===== config.mk =====
export PLATFORM = sky130hd
export DESIGN_NAME = grf
export DESIGN_NICKNAME = d
export VERILOG_FILES = /design/src/rtl/grf.sv
export SDC_FILE = /design/constraint.sdc
export NUM_CORES = 2
export LEC_CHECK = 0
export CAP_MARGIN = 20
export CORE_UTILIZATION = 45
export DETAILED_ROUTE_END_ITERATION = 10
export PLACE_DENSITY = 0.66
export SETUP_SLACK_MARGIN = 0.5
export SYNTH_ARGS = -nofsm -noshare
export SYNTH_HDL_FRONTEND = slang
export SYNTH_SLANG_ARGS = --single-unit

===== constraint.sdc =====
create_clock -name clk -period 5.52 [get_ports clk]
set_input_delay 1.104 -clock clk [delete_from_list [all_inputs] [get_ports clk]]
set_output_delay 1.104 -clock clk [all_outputs]
set_load 0.005 [all_outputs]

===== src/rtl/grf.sv =====
// rtl/grf.sv - 32x32 MIPS general register file with hardwired $0, write-through reads and a write trace
module grf #(
  parameter bit          BYPASS    = 1'b1,
  parameter logic [31:0] RESET_VAL = 32'h0000_0000
) (
  input  logic        clk,
  input  logic        reset,
  input  logic        we,
  input  logic [4:0]  a1,
  input  logic [4:0]  a2,
  input  logic [4:0]  a3,
  input  logic [31:0] wd,
  input  logic [31:0] pc,
  output logic [31:0] rd1,
  output logic [31:0] rd2,
  output logic        wr_valid,
  output logic [4:0]  wr_addr,
  output logic [31:0] wr_data,
  output logic [31:0] wr_pc,
  output logic [31:0] wr_count
);

  // Entry 0 is never written and never read, so it drops out in synthesis.
  logic [31:0] regs [32];
  logic        we_eff;

  assign we_eff = we && (a3 != 5'd0) && !reset;

  always_ff @(posedge clk) begin
    if (reset) begin
      for (int i = 1; i < 32; i++) regs[i] <= RESET_VAL;
      wr_valid <= 1'b0;
      wr_addr  <= 5'd0;
      wr_data  <= 32'd0;
      wr_pc    <= 32'd0;
      wr_count <= 32'd0;
    end else begin
      wr_valid <= we_eff;
      if (we_eff) begin
        regs[a3] <= wd;
        wr_addr  <= a3;
        wr_data  <= wd;
        wr_pc    <= pc;
        wr_count <= wr_count + 32'd1;
      end
    end
  end

  function automatic logic [31:0] read_port(input logic [4:0] a);
    if (a == 5'd0)
      return 32'd0;
    else if (BYPASS && we_eff && (a == a3))
      return wd;
    else
      return regs[a];
  endfunction

  assign rd1 = read_port(a1);
  assign rd2 = read_port(a2);

endmodule


; ---- After elaboration in Yosys (flattened, before gate mapping)
; Memories as Yosys holds them, arrays and structs flattened.
; Cells that the tools add are included.
[totals]
regBits = 102
ramBits = 1024
inputBits = 82
elab_cells = 30
n_memories = 1
[mem_list]
columns = memory, words, width, read_ports, rd_clocked_by_memory_dff, write_ports, line_no
row1 = regs, 32, 32, 2, 0, 31, 24  ; logic [31:0] regs [32];
[op_classes]
addsub = 1
n_eq_ne = 2
mux = 12
n_reduce_logical = 9
[ops]
columns = op, n
row1 = $mux 32, 5
row2 = $add 32x1->32 const B, 1
row3 = $reduce_or 32->1, 1
row4 = $eq 5x5->1, 2
row5 = $logic_not 5->1, 2
row6 = $mux 1, 6
row7 = $mux 5, 1
row8 = $reduce_bool 5->1, 1
row9 = $logic_and 1x1->1, 4
row10 = $logic_not 1->1, 1

; ---- Logic depth before layout (Yosys ltp)
[depth]
word_depth = 8
ltp_mapped = 9
depth_no_buf = 5

; ---- Least setup slack after synthesis
; Ideal clock, no wire load.
[synth_path]
path_kind = input to register
startpoint = input a3[0]
endpoint = memory regs[28][0] (enable)
setup_time_ps = 466
arrival_time_ps = 4466
t_required_ps = 5054
slack_ps = 588
path_stages = 6
n_path_buf = 3
path_cell_list = buf_4 > or2_1 > buf_6 > or3_4 > buf_4 > o21ai_0
[synth_lines]
columns = element, line_no
row1 = "start, declared", 11  ; input logic [4:0] a3,
row2 = "end, declared", 24

; ---- Worst setup path after layout
[layout_path]
startpoint = input a2[4]
endpoint = output rd2[5]
[layout_between]
elab_chain_cells = 4
word_cells_on_any_way = 6
cone_classes = eq/ne (1) / mux (2) / reduce/logical (2) / memory (1)
[layout_rtl]
columns = element, line_no
row1 = "start, declared", 10  ; input logic [4:0] a2,
row2 = "parallel branches: the longest is 3 deep, another holds $mem_v2 32x32", -
row3 = $mux 32 (*), 50  ; if (a == 5'd0)
row4 = "end, declared", 15  ; output logic [31:0] rd2,
; Every way passes the cells marked *.

==> reports/results.tsv <==
stage	metric	value	unit
yosys	top-area cell type share of the netlist area	0.521	
placed_design	Inst Count DP	6178	
min_path	hold-critical path depth	2	
power	PD cells	303	nW/um^2
yosys	top cells by area, synth	edfxtp_1, mux4_2, and2_1	
placed_design	PortBufs	247	
flow_run	max-cap viol count	0	
clocking	H-tree depth	3	
yosys	Synth Register Bits	1126	
drt	total wire length	214000	um
clocking	CTS Buf Count	119	
layout	final non-filler cell total	6416	
layout	Filler Cells Inserted	10700	
floorplanning	CORE AREA	130000	sq um
clocking	Worst-Skew Late Latency	720	ps
grt	initial antenna violation count	21	
min_path	Hold Startpoint	wr_addr[0]$_SDFFE_PP0P_	
min_path	Hold Crit Endpoint	wr_addr[0]$_SDFFE_PP0P_	
drt	via count	41500	
sta	share of the clock period used by the worst path	0.921	
grt	vias in the first global route	40300	
floorplanning	Starting Density	0.455	
clocking	CTS Buffer Depth	3	
layout	nets	4654	
worst_setup_path	crit-path leading delay family	buffers and inverters	
sta	Slew Viols, Final	0	
grt	largest net degree at the start of global routing	72	
yosys	Mean Syn Cell Area	13.6	sq um
yosys	Yosys cell types	57	
clocking	CTS tree	done	
sta	# setup viols final	0	
floorplanning	Die Y	364	um
power	total chip power	20.9	mW
worst_setup_path	Setup crit end kind	primary output	
worst_setup_path	Critical Path, Cell by Cell	buf_2 -> buf_4 -> nor3b_2 -> buf_4 -> a22oi_1 -> o211ai_1 -> o21ai_0 -> o221a_2 -> clkdlybuf4s50_1	
yosys	cell taking the most area after synthesis	edfxtp_1	
worst_setup_path	critical path class	input pin to primary output	
floorplanning	FP Rows	132	
clocking	Clock Pin Slew Worst Setup and Hold Paths	60	ps
yosys	Seq/Total Area, Yosys	0.555	
layout	Area Growth Syn to Fin	16.7	%
drt	drt wl/cell	33.4	um
grt	GRT Util Overall	0.320	
yosys	Synth Flop Type	edfxtp_1	
clocking	Post-CTS Hold Buffers	0	
grt	grt ovf	0	
sta	worst hold slack	453	ps
worst_setup_path	most frequent CP cell	buf_4	
placed_design	Detail Placement HPWL	135000	um
worst_setup_path	Worst Path Arrival	3980	ps
yosys	mapped cell area	59100	sq um
sta	RSZ-0062 raised after global routing	true	
sta	final hold vios	0	
drt	drt pass-1 iters	7	
worst_setup_path	worst path bufs/invs	4	
drt	initial DRC count	6238	
yosys	most common cell in the synthesized netlist	edfxtp_1	
grt	first-pass GRT wire length	299000	um
yosys	Commonest cells post-synth	edfxtp_1, and2_1, mux4_2	
worst_setup_path	Worst R2R Path Depth	5	
worst_setup_path	CP startpoint kind	input pin	
worst_setup_path	RR Endpoint	wr_count[31]$_SDFFE_PP0P_	
worst_setup_path	reg2reg setup slack	3140	ps
yosys	YS warnings	0	
sta	Tmin final	5090	ps
min_path	Hold Crit Class	register to register	
sta	Slew @ Worst Pin	1200	ps
worst_setup_path	slowest CP cell	o21ai_0	
layout	Reg area	32800	sq um
layout	share of layout cells above drive strength 1	0.209	
sta	Post-Route Setup TNS	0	ps
drt	vias per cell	6.46	
sta	relative slew slack	0.199	
power	Leak	24.2	nW
drt	# DRC	0	
yosys	synthesized instance count	4349	
floorplanning	Die X	364	um
clocking	clk root buf	clkbuf_16	
layout	area occupied by multi-input gates	24900	sq um
sta	Worst Skew	4.52	ps
placed_design	RePlAce Congestion	0.936	
sta	max frequency	0.197	GHz
worst_setup_path	RR Startpoint	wr_count[2]$_SDFFE_PP0P_	
yosys	ys async rst share	0	
power	peak supply drop	260	uV
worst_setup_path	CP max FO	16	
clocking	Clock Sinks	1126	
worst_setup_path	Req. time, crit path	4420	ps
worst_setup_path	crit-path max cell delay	590	ps
floorplanning	Boundary Pins	248	
status	status	finished, final reports clean	
drt	Final ANT Viol Nets	0	
yosys	number of flops mapped to enable cells by yosys	1024	
floorplanning	die area	133000	sq um
-- sequential cells by signal (all words and copies together), names as in the netlist --
name,flops
regs,1024
wr_count,32
wr_data,32
wr_pc,32
wr_addr,5
wr_valid,1
-- cells in the final DEF (no fill, tap or decap), types with 22 or more instances in the layout --
cell type and n:
a21oi_1 119, a31oi_1 36, conb_1 32, nor2_2 31
buf_4 235, clkdlybuf4s50_1 233, nand2_1 215, xnor2_1 22
edfxtp_1 1024, dfxtp_1 102, o22a_1 36, o22ai_1 44
mux2i_1 338, mux4_2 351, a22oi_1 33, nor2_1 42
o21ai_0 61, o21ai_4 32, a221oi_1 80, mux2_2 35
o211ai_1 99, clkinv_1 25, buf_12 46, clkbuf_16 120
and2_1 996
-- worst max path at each step --
stage	startpoint	endpoint	slack, ps	cells past startpoint
finish	a2[4]	rd2[5]	430	9
global route	a2[4]	rd2[5]	490	9
CTS	a3[4]	rd2[15]	510	8
detailed placement	a3[1]	rd2[9]	-80	7
global placement	a3[1]	rd2[9]	-10	7
floorplan	a3[0]	regs[28][0]$_SDFFCE_PN0P_	590	6
-- where the power goes --
part           total [mW]  switching (mW)  internal, mW
combinational        2.80            1.64          1.16
sequential           9.99           0.232          9.75
clock                8.11            3.48          4.63
-- worst min-delay path: stages (launching register included) --
cell     delay [ps]
dfxtp_1         300
nand2_1          50
a21oi_1          50
-- cell type report --
cell class	count	area share
Antenna cell	5	0.000182
Clock buffer	139	0.0447
Clock inverter	80	0.0115
Inverter	11	0.000599
Multi-Input combinational cell	2789	0.361
Sequential cell	1126	0.476
Tap cell	1742	0.0316
Timing Repair Buffer	524	0.0743
-- metrics by stage --
step	utilization	worst slack [ps]	instance area, sq um
floorplan	-	588	59200
global placement	0.499	-11.5	64800
detailed placement	0.499	-83.4	64800
CTS	0.531	512	68900
global route	0.531	495	68900
finish	0.531	435	68900
-- cells by family (layout without fill, tap and decap cells) --
| kind of cell | after synthesis | in the layout | synth area share |
|---|---|---|---|
| and+or+nand+nor | 1377 | 1379 | 0.134 |
| DFF | 1126 | 1126 | 0.555 |
| muxes | 724 | 724 | 0.198 |
| AOI/OAI and AO/OA | 620 | 620 | 0.0728 |
| buffers and inverters | 467 | 754 | 0.0351 |
| xor gates and xnor gates | 33 | 33 | 0.00489 |
| adders and majority gates | 1 | 1 | 0.000212 |
| other | 1 | 37 | 0.0000635 |
-- what timing repair did --
action | in CTS | in global routing
cloned | 2 | 0
pin swaps | 2 | 1
endpoints found under the setup margin | 64 | 25
setup buffers | 10 | 2
resized for setup | 23 | 12
-- routing by layer --
| metal | track usage | vias to the layer above | share of wire |
|---|---|---|---|
| met4 | 0.164 | 26 | 0.059 |
| li1 | - | 16900 | - |
| met2 | 0.483 | 2808 | 0.44 |
| met3 | 0.0920 | 629 | 0.13 |
| met1 | 0.419 | 21100 | 0.37 |
| met5 | 0 | - | 0.00077 |
(Power assumes the default switching activity.)
